$ cat config.mk
export PLATFORM = sky130hd
export DESIGN_NAME = led_breath_seq
export DESIGN_NICKNAME = d
export VERILOG_FILES = /design/src/rtl/led_pkg.sv /design/src/rtl/us_tick_gen.sv /design/src/rtl/led_breath_seq.sv
export SDC_FILE = /design/constraint.sdc
export NUM_CORES = 1
export LEC_CHECK = 0
export CAP_MARGIN = 10
export CORE_MARGIN = 2
export CORE_UTILIZATION = 40
export DETAILED_ROUTE_END_ITERATION = 10
export HOLD_SLACK_MARGIN = 0.12
export MAX_ROUTING_LAYER = met4
export PLACE_DENSITY_LB_ADDON = 0.25
export SLEW_MARGIN = 0
export SYNTH_ARGS = -nofsm -noshare
export SYNTH_HDL_FRONTEND = slang
export SYNTH_SLANG_ARGS = --single-unit
$ cat constraint.sdc
create_clock -name clk -period 2.7 [get_ports clk]
set_clock_uncertainty 0.05 [all_clocks]
set_input_delay 0.405 -clock clk [delete_from_list [all_inputs] [get_ports clk]]
set_output_delay 0.405 -clock clk [all_outputs]
set_load 0.005 [all_outputs]
$ cat src/rtl/led_pkg.sv
// Shared types and helpers for the LED breathing sequencer.
package led_pkg;

    localparam int NUM_LEDS = 4;
    localparam int CH_W     = 2;

    typedef enum logic [2:0] {
        IDLE,
        UP,
        HOLD,
        DOWN,
        NEXT
    } state_t;

    // Result of a channel search: whether a set bit exists, and its index.
    typedef struct packed {
        logic            found;
        logic [CH_W-1:0] idx;
    } ch_sel_t;

    // Lowest set bit of mask. With first=1 the search covers every bit;
    // otherwise only bits strictly above 'from' are considered.
    function automatic ch_sel_t next_set_bit(
        input logic [NUM_LEDS-1:0] mask,
        input logic [CH_W-1:0]     from,
        input logic                first
    );
        ch_sel_t r;
        r = '{found: 1'b0, idx: '0};
        // Scan downwards so the lowest qualifying bit is the last one written.
        for (int i = NUM_LEDS - 1; i >= 0; i--) begin
            if (mask[i] && (first || (i > int'(from)))) begin
                r.found = 1'b1;
                r.idx   = CH_W'(i);
            end
        end
        return r;
    endfunction

endpackage

$ cat src/rtl/us_tick_gen.sv
// Microsecond tick prescaler. Counts 0..CLK_PER_US-1 while enabled and
// pulses tick on the terminal count; held at zero while disabled so every
// LED starts its first period with a full-length tick.
module us_tick_gen #(
    parameter int CLK_PER_US = 50
) (
    input  logic clk,
    input  logic rst,
    input  logic en,
    output logic tick
);

    localparam int               CNT_W = (CLK_PER_US > 1) ? $clog2(CLK_PER_US) : 1;
    localparam logic [CNT_W-1:0] LAST  = CNT_W'(CLK_PER_US - 1);

    logic [CNT_W-1:0] cnt;

    assign tick = en && (cnt == LAST);

    // Prescale counter: clear when idle or on wrap, otherwise count up.
    always_ff @(posedge clk or posedge rst) begin
        // NOTE: sequential state is assigned with <= so every register samples
        // pre-edge values regardless of statement order.
        if (rst) begin
            cnt <= '0;
        end else if (!en || tick) begin
            cnt <= '0;
        end else begin
            cnt <= cnt + 1'b1;
        end
    end

endmodule

$ cat src/rtl/led_breath_seq.sv
// LED breathing sequencer: ramps PWM duty 0->PERIOD, holds for HOLD_PERIODS
// PWM periods, ramps back to 0, then moves to the next enabled LED in
// ascending index order.
// Build option LED_SEQ_LOOP_EN: after the highest enabled LED the sequence
// wraps to the lowest one and runs until stop (done never pulses).
module led_breath_seq
    import led_pkg::*;
#(
    parameter int CLK_PER_US   = 50,
    parameter int PERIOD       = 1000,
    parameter int HOLD_PERIODS = 500
) (
    input  logic                clk,
    input  logic                rst,
    input  logic                start,
    input  logic                stop,
    input  logic [NUM_LEDS-1:0] ch_mask,
    output logic [NUM_LEDS-1:0] pio_led,
    output logic [CH_W-1:0]     cur_ch,
    output logic                busy,
    output logic                done
);

    localparam int PCNT_W = $clog2(PERIOD);
    localparam int DUTY_W = $clog2(PERIOD + 1);
    localparam int HCNT_W = (HOLD_PERIODS > 1) ? $clog2(HOLD_PERIODS) : 1;

    localparam logic [PCNT_W-1:0]   PCNT_LAST = PCNT_W'(PERIOD - 1);
    localparam logic [DUTY_W-1:0]   DUTY_TOP  = DUTY_W'(PERIOD - 1);
    localparam logic [DUTY_W-1:0]   DUTY_ONE  = DUTY_W'(1);
    localparam logic [HCNT_W-1:0]   HCNT_LAST = HCNT_W'(HOLD_PERIODS - 1);
    localparam logic [NUM_LEDS-1:0] LED_ONE   = NUM_LEDS'(1);

    state_t                state;
    state_t                next_state;
    logic [NUM_LEDS-1:0]   mask_q;
    logic [PCNT_W-1:0]     pcnt;
    logic [DUTY_W-1:0]     duty;
    logic [HCNT_W-1:0]     hcnt;
    logic                  pwm;
    logic                  tick;
    logic                  period_end;
    logic                  run;
    logic [CH_W-1:0]       ch_next;
    logic                  done_next;
    ch_sel_t               sel_first;
    ch_sel_t               sel_higher;
`ifdef LED_SEQ_LOOP_EN
    ch_sel_t               sel_wrap;
`endif

    // The prescaler and PWM counters only run while an LED is actively breathing.
    assign run        = (state == UP) || (state == HOLD) || (state == DOWN);
    assign period_end = tick && (pcnt == PCNT_LAST);
    assign busy       = (state != IDLE);
    assign pio_led    = pwm ? (LED_ONE << cur_ch) : '0;

    us_tick_gen #(
        .CLK_PER_US (CLK_PER_US)
    ) u_tick (
        .clk  (clk),
        .rst  (rst),
        .en   (run),
        .tick (tick)
    );

    assign sel_first  = next_set_bit(ch_mask, '0, 1'b1);
    assign sel_higher = next_set_bit(mask_q, cur_ch, 1'b0);
`ifdef LED_SEQ_LOOP_EN
    assign sel_wrap   = next_set_bit(mask_q, '0, 1'b1);
`endif

    // State register.
    always_ff @(posedge clk or posedge rst) begin
        if (rst) begin
            state <= IDLE;
        end else begin
            state <= next_state;
        end
    end

    // Next-state, channel selection and done pulse; stop overrides everything.
    always_comb begin
        // NOTE: every output of this block gets a default first so no path
        // can leave one unassigned and infer a latch.
        next_state = state;
        ch_next    = cur_ch;
        done_next  = 1'b0;
        case (state)
            IDLE: begin
                if (start && !stop && sel_first.found) begin
                    next_state = UP;
                    ch_next    = sel_first.idx;
                end
            end
            UP: begin
                if (period_end && (duty == DUTY_TOP)) next_state = HOLD;
            end
            HOLD: begin
                if (period_end && (hcnt == HCNT_LAST)) next_state = DOWN;
            end
            DOWN: begin
                if (period_end && (duty == DUTY_ONE)) next_state = NEXT;
            end
            NEXT: begin
                if (sel_higher.found) begin
                    next_state = UP;
                    ch_next    = sel_higher.idx;
                end else begin
`ifdef LED_SEQ_LOOP_EN
                    next_state = UP;
                    ch_next    = sel_wrap.idx;
`else
                    next_state = IDLE;
                    done_next  = 1'b1;
`endif
                end
            end
            default: next_state = IDLE;
        endcase
        if (stop && (state != IDLE)) begin
            next_state = IDLE;
            ch_next    = cur_ch;
            done_next  = 1'b0;
        end
    end

    // Datapath: mask latch, channel, PWM period counter, duty ramp, hold count.
    always_ff @(posedge clk or posedge rst) begin
        if (rst) begin
            mask_q <= '0;
            cur_ch <= '0;
            pcnt   <= '0;
            duty   <= '0;
            hcnt   <= '0;
            pwm    <= 1'b0;
            done   <= 1'b0;
        end else begin
            cur_ch <= ch_next;
            done   <= done_next;
            if ((state == IDLE) && (next_state == UP)) begin
                mask_q <= ch_mask;
            end
            // Outside UP/HOLD/DOWN, or on abort, every LED starts from scratch.
            if (!run || (next_state == IDLE)) begin
                pcnt <= '0;
                duty <= '0;
                hcnt <= '0;
                pwm  <= 1'b0;
            end else begin
                pwm <= (DUTY_W'(pcnt) < duty);
                if (tick) begin
                    pcnt <= (pcnt == PCNT_LAST) ? '0 : pcnt + 1'b1;
                end
                if (period_end) begin
                    case (state)
                        UP:      duty <= duty + 1'b1;
                        HOLD:    hcnt <= hcnt + 1'b1;
                        DOWN:    duty <= duty - 1'b1;
                        default: ;
                    endcase
                end
            end
        end
    end

endmodule

== After elaboration in Yosys (flattened, before gate mapping) ==
Index checks and enable logic that the tools add are counted.
Widths: inputs -> output; s select.
Word-level totals
  memory bits (read-only): 0
  logic and storage cells: 93
  memories kept: 0
  bits in latches: 0
  bits of input ports: 8
  register bits: 46
  output and inout port bits: 8
  memory bits (writable): 0
Cells by class
  divide/modulo/power cells: 0
  add/sub/neg operators: 5
  magnitude comparators: 4
  shift operators: 1
  $mul: 0
  reduce and logical (&&, ||, !) cells: 29
  mux-type cells: 32
  eq/ne operators: 12
  bitwise operators: 1
Operators with widths (count)
  $mux 10: 5
  $mux 3: 12
  $mux 9: 3
  $add 10x1->10 const B: 2
  $eq 10x10->1 const B: 2
  $pmux 10 s2: 1
  $pmux 3 s5: 1
  $logic_and 1x1->1: 12
  $eq 10x1->1 const B: 1
  $lt 10x10->1: 1
  $sub 10x1->10 const B: 1
  $add 9x1->9 const B: 1
  $eq 9x9->1 const B: 1
  $reduce_bool 2->1: 4
  $add 6x1->6 const B: 1
  $eq 3x1->1 const B: 2
  $eq 3x2->1 const B: 2
  $eq 6x6->1 const B: 1
  $logic_not 3->1: 2
  $mux 6: 1
  $reduce_bool 3->1: 2
  $mux 1: 5
  $gt 2x2->1 const A: 2
  $logic_or 1x1->1: 4
  11 further kinds: 15

== Depth between registers and ports, before layout ==
Gate-level depths: netlist of run 1.
  depth in word-level cells: 13
  depth in mapped cells: 8
  depth with buffers taken out: 7

== Cells and area by module ==
A second synthesis of run 1 with hierarchy kept.
Unflattened totals
  cell total of the unflattened synthesis: 318
  area total of the unflattened synthesis: 2821.5 um^2
By module, submodules not included
  led_breath_seq: seq. area each 975.9 um^2, times used 1, cells each 291, area an instance 2537.4 um^2
  us_tick_gen: seq. area each 150.1 um^2, times used 1, cells each 27, area an instance 284.0 um^2

== Worst setup path after synthesis of run 1 ==
OpenSTA, ideal clock, no wires.
  kind: register to register
  from: register u_tick.cnt[1]
  to: register duty[1]
  stages on the path, launching flop included: 8
  path buffers: 0
  period minus slack after synthesis: 2.128 ns
  setup time: 0.132 ns
  required time: 2.518 ns
  data arrival time: 1.946 ns
  path slack: 0.572 ns
  cell sequence: dfrtp_1 inv_1 ha_1 or3b_4 or4_4 a21oi_4 mux2i_1 nor2_1
Between the ends
  longest elaborated chain between the ends: 11
  elaborated cells on any way between the ends: 17
  classes of those cells: eq/ne: 1; mux: 6; reduce/logical: 10
Ends and longest elaborated chain
  start: declaration: line us_tick_gen.sv:16  | logic [CNT_W-1:0] cnt;
  start signal: assignment: line us_tick_gen.sv:29  | cnt <= cnt + 1'b1;
  $eq 6x6->1 *: line us_tick_gen.sv:18  | assign tick = en && (cnt == LAST);
  $logic_and 1x1->1 *: line us_tick_gen.sv:18
  $logic_and 1x1->1 *: line led_breath_seq.sv:54  | assign period_end = tick && (pcnt == PCNT_LAST);
  $logic_and 1x1->1, on equally long branches: line led_breath_seq.sv:103, led_breath_seq.sv:97, led_breath_seq.sv:100
  $mux 3, on equally long branches: line led_breath_seq.sv:103, led_breath_seq.sv:97, led_breath_seq.sv:100
  $pmux 3 s5: line led_breath_seq.sv:89  | case (state)
  $mux 3: line led_breath_seq.sv:121  | if (stop && (state != IDLE)) begin
  $logic_not 3->1: line led_breath_seq.sv:145  | if (!run || (next_state == IDLE)) begin
  $logic_or 1x1->1: line led_breath_seq.sv:145
  $reduce_bool 3->1 (no source line) or $reduce_bool 2->1 (tied branches)
  $reduce_and 2->1 (no source line)
  end signal: assignment: line led_breath_seq.sv:157  | UP: duty <= duty + 1'b1;
  end signal: assignment: line led_breath_seq.sv:159  | DOWN: duty <= duty - 1'b1;
  end: declaration: line led_breath_seq.sv:38  | logic [DUTY_W-1:0] duty;
Every way passes the cells marked *; elsewhere a longest branch is shown, timed or not.
A chain may end at the register's enable or synchronous reset.

== Worst setup path in the final report of run 1 ==
  from: register u_tick.cnt[1]
  to: register hcnt[8]
Between the ends
  longest elaborated chain between the ends: 11
  elaborated cells on any way between the ends: 17
  classes of those cells: eq/ne: 1; mux: 6; reduce/logical: 10
Ends and longest elaborated chain
  $eq 6x6->1 *: line us_tick_gen.sv:18
  $logic_and 1x1->1 *: line us_tick_gen.sv:18
  $logic_and 1x1->1 *: line led_breath_seq.sv:54
  $logic_and 1x1->1, on equally long branches: line led_breath_seq.sv:103, led_breath_seq.sv:97, led_breath_seq.sv:100
  $mux 3, on equally long branches: line led_breath_seq.sv:103, led_breath_seq.sv:97, led_breath_seq.sv:100
  $pmux 3 s5: line led_breath_seq.sv:89
  $mux 3: line led_breath_seq.sv:121
  $logic_not 3->1: line led_breath_seq.sv:145
  $logic_or 1x1->1: line led_breath_seq.sv:145
  $reduce_bool 2->1 (no source line)
  $reduce_and 2->1 (no source line)
  end signal: assignment: line led_breath_seq.sv:158  | HOLD: hcnt <= hcnt + 1'b1;
  end: declaration: line led_breath_seq.sv:39  | logic [HCNT_W-1:0] hcnt;
Marks and branches as above.

==> results of run 1 <==
==> power by group <==
part           switching [W]  internal, W  leakage, nW
registers          0.0000350     0.000696        0.618
clock network       0.000234     0.000180       0.0450
logic               0.000120    0.0000903        0.721
==> worst max-delay path: cells and delay by family (launching register included) <==
kind	cells	cell delay, ps
buffers and inverters	1	60
flip-flops	1	410
adder cells (fa/ha/maj)	1	150
AND/OR/NAND/NOR	5	1620
==> layout by cell type (no fill, tap or decap), types with 5 or more instances in the layout <==
master	instances
sky130_fd_sc_hd__o21ai_0	14
sky130_fd_sc_hd__or4_1	8
sky130_fd_sc_hd__nand4_1	11
sky130_fd_sc_hd__nand2_1	42
sky130_fd_sc_hd__nor2b_1	5
sky130_fd_sc_hd__dfrtp_1	45
sky130_fd_sc_hd__and3_1	8
sky130_fd_sc_hd__a21oi_1	27
sky130_fd_sc_hd__nor2_1	29
sky130_fd_sc_hd__buf_4	7
sky130_fd_sc_hd__clkbuf_8	5
sky130_fd_sc_hd__nand2b_1	5
sky130_fd_sc_hd__a311oi_1	7
sky130_fd_sc_hd__nand3_1	15
sky130_fd_sc_hd__nor3_1	5
sky130_fd_sc_hd__ha_1	16
sky130_fd_sc_hd__inv_1	15
sky130_fd_sc_hd__clkdlybuf4s50_1	15
sky130_fd_sc_hd__mux2_2	8
==> registers in the layout, summed over array words and instances, names as in the netlist <==
signal / cells
u_tick.cnt: 6
pwm: 1
state: 3
hcnt: 9
pcnt: 10
cur_ch: 2
mask_q: 3
done: 1
duty: 10
==> worst paths after layout <==
| check | slack, ps | endpoint |
|---|---|---|
| min in group asynchronous | 510 | u_tick.cnt[4]$_DFF_PP0_ |
| setup / recovery | 350 | hcnt[8]$_DFFE_PP0P_ |
| max in group asynchronous | 1670 | duty[9]$_DFFE_PP0P_ |
| hold / removal | 470 | hcnt[1]$_DFFE_PP0P_ |
| hold reg to reg | 470 | hcnt[1]$_DFFE_PP0P_ |
| setup reg to reg | 350 | hcnt[8]$_DFFE_PP0P_ |
==> per-stage QoR <==
stage / hold slack (ps) / power [W] / cell area, um^2
6_report: 467 / 0.00136 / 3360
5_1_grt: 488 / 0.00142 / 3360
4_1_cts: 469 / 0.00137 / 3360
3_5_place_dp: 448 / 0.000953 / 3270
3_3_place_gp: 432 / 0.000949 / 3270
2_1_floorplan: 406 / 0.000874 / 2990
==> synthesized netlist by cell type, drive strengths merged, types with 3 or more instances <==
cell type	instances
dfrtp	45
ha	16
nor3b	3
nor2	30
or3	4
o21ai	14
nand2	42
nor4	4
and3	8
o31ai	3
nand2b	5
xnor2	3
inv	16
nor2b	5
clkbuf	8
o22ai	4
o211ai	4
mux2	8
a31oi	4
a311oi	7
a21o	3
xor2	4
a21oi	28
nor3	5
or4	9
nand4	11
nand3	15
==> layout make-up <==
cell class              count  area, um^2
clock buffers               6        72.6
fillers                   714        3900
inverters                  16        60.1
repair buffers             22         203
multi-input cells         270        1760
well taps                  99         124
clock inverters             2        10.0
flip-flops and latches     45        1130
==> cells by family after synthesis <==
family	Yosys count	share of synthesized area
AOI/OAI and AO/OA	85	0.190
xor gates and xnor gates	7	0.0205
adders and majority gates	16	0.0670
buffers and inverters	26	0.0335
DFF	45	0.377
muxes	9	0.0335
and+or+nand+nor	153	0.278
==> metal layers <==
layer / up-vias / GRT usage
met1: 1317 / 0.249
met5: - / -
met2: 67 / 0.320
li1: 1298 / -
met3: 7 / 0.0284
met4: 0 / 0.0385
==> results.py, run 1 <==
metrics = {
    "outcome": {
        "result_of_the_run": "finished clean",
    },
    "floorplanning": {
        "die_w_um": 90.4,
        "chipHeight_um": 90.4,
        "top_level_ports": 16,
        "core.rowCount": 31,
        "initial_core_utilization": 0.412,
        "floorplan.core_area_mm2": 0.00725,
        "die-area_mm2": 0.00818,
    },
    "global_routing": {
        "total_global_routing_overflow": 0,
        "antenna_found_initial": 0,
        "vias_in_the_first_global_route": 2552,
        "grt_start_max_net_pins": 46,
        "global_route_wire_length_before_repair_mm": 12.5,
        "grtUsageTotal": 0.191,
    },
    "placement": {
        "place.port_buffers": 15,
        "dpl.hpwl_mm": 5.37,
        "numPlacedInstances": 452,
        "gp_routability_congestion": 0.803,
        "pre_cts_ws_ps": 360,
    },
    "sta": {
        "finalCriticalPeriod_ps": 2350,
        "worst_slew_margin_rel": 0.568,
        "worstMarginPinSlew_ps": 639,
        "final_min_period_over_clock_period": 0.871,
        "timing.final.hold_violations": 0,
        "rsz_0062_raised_after_global_routing": "no",
        "maxSlewViolCount": 0,
        "finalSetupTns_ps": 0,
        "max_clock_freq_ghz": 0.425,
        "finalSetupViolations": 0,
        "final_critical_path_setup_slack_ps": 349,
    },
    "routing": {
        "drt_first_pass_iters": 4,
        "post_drt_wl_per_cell_um": 15.9,
        "route.antenna.remaining_nets": 0,
        "wl_met3_um": 238,
        "routed_via_density": 5.85,
        "total_vias_in_the_final_route": 2689,
        "highest-signal-layer": "met4",
        "totalWireLength_mm": 7.32,
        "met2_length_mm": 3.47,
        "met1Wirelength_mm": 3.54,
        "remaining_drc_errors": 0,
        "detailedRoute.firstIterationViolations": 187,
    },
    "layout": {
        "postLayoutCoreUtil": 0.463,
        "num_antenna_cells": 0,
        "drive_gt1_frac": 0.0997,
        "syn2layout_area_growth_pct": 12.4,
        "design.final.nets": 384,
        "finalNonFillerCells": 460,
    },
    "clocking": {
        "number_of_h_tree_branching_levels": 2,
        "cts-root-buf": "sky130_fd_sc_hd__clkbuf_8",
        "tritoncts": "yes",
        "ctsHoldBuffers": 0,
        "cts_made_buffers": 5,
        "cts.clk_slew.worst_paths_ps": 90,
        "clock_sinks": 45,
        "insertion_delay_ps": 300,
        "cts_setup_buffers": 0,
        "post_cts_resize_count": 0,
        "clock_tree.buffer_depth": 2,
    },
    "critical_path": {
        "worst_r2r_path_cells": 7,
        "path_cells": "inv_1 -> ha_1 -> or3b_4 -> nor4_4 -> nand4_1 -> or4_1 -> nand3_1",
        "critPathSlowestCell": "sky130_fd_sc_hd__or4_1",
        "worstSetupStartpoint": "u_tick.cnt[1]$_DFF_PP0_",
        "setup_cp_type": "register to register",
        "timing.critical_path.to_type": "register",
        "critical_path_peak_fanout": 6,
        "critical-path-max-stage-delay_ps": 460,
        "arrival_ps": 2540,
        "critical_path.startpoint_type": "register",
        "rr_startpoint": "u_tick.cnt[1]$_DFF_PP0_",
        "critPathRequiredTime_ps": 2890,
    },
    "synthesis": {
        "yosys-top-cells-area": "sky130_fd_sc_hd__dfrtp_1 38%, sky130_fd_sc_hd__ha_1 6.7%, sky130_fd_sc_hd__nand2_1 5.3%",
        "proportion_of_netlist_area_held_by_the_largest_area_contributor": 0.377,
        "ys.warnings.count": 0,
        "synthCells": 341,
        "synth-edff-count": 0,
        "synthesis.area_mm2": 0.00299,
        "number_of_flip_flops_and_latches_in_the_synthesized_netlist": 45,
        "yosys.cell_types.count": 56,
        "async_flop_share": 1.00,
        "ys_seq_area_frac": 0.377,
        "syn_avg_cell_area_um2": 8.76,
        "syn_nets": 365,
        "synth_largest_area_cell": "sky130_fd_sc_hd__dfrtp_1",
        "synth_top_flop_cell": "sky130_fd_sc_hd__dfrtp_1",
    },
    "power": {
        "p_leak_nw": 1.38,
        "pwr_density_cell_mw_per_mm2": 404,
        "vdd_drop_max_uv": 178,
    },
    "hold_path": {
        "holdPathStages": 2,
        "min-delay-path-class": "register to register",
        "hp-start": "hcnt[1]$_DFFE_PP0P_",
    },
    "flow_run": {
        "max_cap_viols": 0,
    },
}
Power figures use the tool's default switching activity.
==> inputs of run 2 (changes only) <==
--- a/config.mk
+++ b/config.mk
@@ -5,7 +5,7 @@
 export SDC_FILE = /design/constraint.sdc
 export NUM_CORES = 1
 export LEC_CHECK = 0
-export CAP_MARGIN = 10
+export CAP_MARGIN = 20
 export CORE_MARGIN = 2
 export CORE_UTILIZATION = 40
 export DETAILED_ROUTE_END_ITERATION = 10
==> results of run 2 <==
Final layout, timing and power as in run 1 (identical DEF).
==> RTL change 1 (flow settings as in run 2) <==
`CLK_PER_US` is set to 50 in 2 places; all go to 25.
--- a/src/rtl/us_tick_gen.sv
+++ b/src/rtl/us_tick_gen.sv
@@ -3,5 +3,5 @@
 // LED starts its first period with a full-length tick.
 module us_tick_gen #(
-    parameter int CLK_PER_US = 50
+    parameter int CLK_PER_US = 25
 ) (
     input  logic clk,
--- a/src/rtl/led_breath_seq.sv
+++ b/src/rtl/led_breath_seq.sv
@@ -7,5 +7,5 @@
     import led_pkg::*;
 #(
-    parameter int CLK_PER_US   = 50,
+    parameter int CLK_PER_US   = 25,
     parameter int PERIOD       = 1000,
     parameter int HOLD_PERIODS = 500
Function: no difference found for any inputs over 10 cycles, from zero or initial values and one cycle with rst high; that may be too few to reach the edited logic, so the function may still have changed.
==> RTL change 1 against run 2 <==
- setup slack got worse by 110 ps
- die area is 1.5% lower
- maximum frequency down 4.3%
- count of clock-buffer cells in the layout stayed put
- via count is 4.3% lower
- area after synthesis is 1.5% lower
- first-iteration DRC count shrank 55%
- critical path depth rose by 1
- cell area is 2.2% higher
- sequential cell count shrank 1
- wire length decreased by 3.6%
Power is not compared: it rests on default switching activity, and its combinational part moved more than twofold at a synthesized area within 25%.
==> RTL change 1: results (changes against run 2) <==
[global_route]
grt_usage_pct=18.48  ; was 19.10%
grt_start_max_net_pins=25  ; was 46
grt_pass1_wl_um=12080  ; was 12,520 um
grt_pass1_vias=2489  ; was 2,552

[cts]
cts_root_buf=clkbuf_8  ; unchanged
ctsResizeCount=0  ; unchanged
clk_pin_slew_ps=90  ; about the same

[synthesis]
synth.distinct_cells=64  ; was 56
synth-seq-area-share_pct=37.43  ; was 37.69%
ys_top_cells_by_area=dfrtp_1, ha_1, o21ai_0  ; was dfrtp_1, ha_1, nand2_1
syn-instance-count=339  ; was 341
synthTopCellsByCount=dfrtp_1, nor2_1, nand2_1  ; was dfrtp_1, nand2_1, nor2_1
synth_seq_cells=44  ; was 45

[critical_path]
cp_max_fo=16  ; was 6
crit_start=pcnt[3]  ; was u_tick.cnt[1]

[layout]
drive_above_1_share_pct=13.59  ; was 9.972%
buffers=34  ; was 22
layout.nets=391  ; was 384
multi_input_area_share_pct=49.73  ; was 52.48%
nFillCells=688  ; was 714
clk_share_pct=3.135  ; was 2.460%
area_growth_pct=16.67  ; was 12.35%
layoutNonFillerInstCount=467  ; was 460
seq_area_share_pct=32.08  ; was 33.54%

[placement]
post-place-ws_ps=57.76  ; was 360.0 ps
placed_cell_area_sq_um=3324  ; was 3274 sq um

[drt]
first_pass_iters=5  ; was 4
post_drt_wl_per_cell_um=15.10  ; was 15.91 um
vias_per_cell=5.510  ; was 5.846

[status]
outcome=finished clean  ; unchanged

[pwr]
ir_worst_vdd_mv=0.2373

[sta]
worst_pin_slew_ps=609.8  ; was 638.5 ps

==> RTL change 1: cell types whose count changed after synthesis, sizes merged, moves of 5 or more <==
cell / run 2 / this run
o21ai: 14 / 29
a311oi: 7 / 1
or4: 9 / 3
xnor2: 3 / 8
or2: 1 / 8
nor3: 5 / 15
nand4: 11 / 5
o2bb2ai: 0 / 6
mux2: 8 / 2
a21oi: 28 / 11
nand2: 42 / 27
nand3: 15 / 21
==> RTL change 1: final timing paths <==
path / cells after the start / slack (ps) / end
max reg2reg: 8 / 240 / pcnt[9]
min reg2reg: 1 / 440 / u_tick.cnt[0]
min: 2 / 400 / duty[1]
min in group clk: 1 / 440 / u_tick.cnt[0]
max in group asynchronous: 3 / 1690 / pcnt[9]
max: 8 / 240 / pcnt[9]
==> RTL change 1: critical path, cell delays in order (launching register included) <==
cell	delay, ps
dfrtp_1	460
or3b_4	440
nor4_4	320
buf_4	190
a22o_1	200
a211oi_4	70
buf_12	160
o21ai_2	320
o22ai_1	120
==> RTL change 1: layer usage <==
layer / vias up / track usage [%] / routed length [um]
met3: 4 / 2.682 / 208
met2: 46 / 29.10 / 3319
met1: 1248 / 25.40 / 3473
met5: - / - / 0
li1: 1275 / - / -
met4: 0 / 4.487 / 48
==> RTL change 1: power breakdown <==
part           switching (W)  internal [W]  leakage, nW  total, W
combinational       0.000375      0.000268        0.708  0.000643
clock               0.000236      0.000275       0.0552  0.000511
sequential         0.0000812      0.000724        0.601  0.000805
==> RTL change 1: cell families (layout without fill, tap and decap cells) <==
logic type,after synthesis,in the layout,share of synthesized area [%]
compound gates,78,78,18.20
xor+xnor,11,11,3.275
fa+ha+maj,17,17,7.146
buf+inv,33,62,4.551
flops,44,44,37.43
mux,3,3,1.106
simple gates,153,153,28.29
==> RTL change 2 (flow settings as in run 2) <==
Without the edit above. The 5 states of `state_t` get a one-hot encoding in 5 bits.
--- a/src/rtl/led_pkg.sv
+++ b/src/rtl/led_pkg.sv
@@ -5,10 +5,10 @@
     localparam int CH_W     = 2;
 
-    typedef enum logic [2:0] {
-        IDLE,
-        UP,
-        HOLD,
-        DOWN,
-        NEXT
+    typedef enum logic [4:0] {
+        IDLE = 5'b00001,
+        UP   = 5'b00010,
+        HOLD = 5'b00100,
+        DOWN = 5'b01000,
+        NEXT = 5'b10000
     } state_t;
 
Formal check against the unedited RTL: no difference found for any inputs over 10 cycles, from zero or initial values and one cycle with rst high; not proved beyond that.
==> RTL change 2 against run 2 <==
- wire length fell by 6.7%
- die area rose by 0.81%
- first-iteration DRC count fell by 36%
- sequential cell count rose by 2
- setup slack got worse by 280 ps
- hold slack got worse by 24 ps
- area after synthesis rose by 0.84%
- cell area rose by 3.5%
Power is not compared: it rests on default switching activity, and its combinational part moved more than twofold at a synthesized area within 25%.
==> RTL change 2: results (changes against run 2) <==
[synthesis]
synth-adder-area-share_pct=6.645  ; was 6.700%
synth-seq-area-share_pct=39.08  ; was 37.69%
synthTopCellsByCount=dfrtp_1, nor2_1, a21oi_1  ; was dfrtp_1, nand2_1, nor2_1
synth.distinct_cells=52  ; was 56
synth-xor-area-share_pct=6.105  ; was 2.052%
synth.area.mux_share_pct=2.118  ; was 3.350%
synth_fp_nets=358  ; was 365
synth_compound_area_share_pct=15.16  ; was 19.01%

[critical_path]
max_stage_delay_ps=560  ; was 460 ps
reg2reg_setup_slack_ps=190  ; was 350 ps
critical_path.slowest_cell=dfstp_2  ; was or4_1
cp.arrival_ps=2180  ; was 2540 ps
cp_max_fo=8  ; was 6
crit_start=state[0]  ; was u_tick.cnt[1]
r2r_start=state[1]  ; was u_tick.cnt[1]
rr_worst_depth=6  ; was 7

[placement]
dp_cells=450  ; was 452
placed_cell_area_sq_um=3327  ; was 3274 sq um
post-place-ws_ps=85.87  ; was 360.0 ps
hpwl_um=5103  ; was 5366 um
place_congestion=0.8869  ; was 0.8025

[global_route]
grt_usage_pct=18.30  ; was 19.10%
grt_start_max_net_pins=36  ; was 46
use_met2_pct=27.61  ; was 31.95%
grt_pass1_vias=2488  ; was 2,552
grt_use_met1_pct=25.70  ; was 24.85%

[layout]
nFillCells=760  ; was 714
layout.nets=385  ; was 384
post-route-util_pct=47.63  ; was 46.28%
drive_above_1_share_pct=10.77  ; was 9.972%

[drt]
post_drt_wl_per_cell_um=14.80  ; was 15.91 um
wl_um=6824  ; was 7317 um

[sta]
whs_ps=442.8  ; was 467.0 ps
worst_pin_slew_ps=750.2  ; was 638.5 ps

[hold_path]
holdPathEnd=u_tick.cnt[0]  ; was hcnt[1]
min_path_cells=1  ; was 2
min_from=u_tick.cnt[0]  ; was hcnt[1]

[status]
outcome=finished clean  ; unchanged

[RTL change 2: changes by cell type after synthesis, sizes merged, moves of 4 or more]
cell,before,now
a211oi,2,6
a21oi,28,19
a311oi,7,1
mux2,8,3
nand2,42,17
nor2,30,40
nor3,5,13
nor4,4,10
o211ai,4,0
or3,4,8
or4,9,4
xnor2,3,14
[RTL change 2: area by class of cell]
type	count	area share, %
timing repair buffer	32	8.357
sequential	47	33.93
multi-input combinational	258	48.99
tap	99	3.566
clock inverter	3	1.333
clock buffer	5	1.981
inverter	17	1.837
[RTL change 2: timing repair]
| action | in CTS | in global routing |
|---|---|---|
| resized for setup | 0 | 4 |
| setup buffers | 0 | 3 |
| endpoints found under the setup margin | 0 | 5 |
[RTL change 2: power groups by stage]
stage               clock (W)  combinational [W]  sequential, W
floorplan                   0           0.000381       0.000822
global placement            0           0.000472       0.000864
detailed placement          0           0.000478       0.000862
CTS                  0.000553           0.000480       0.000848
global route         0.000581           0.000577       0.000852
finish               0.000537           0.000526       0.000842
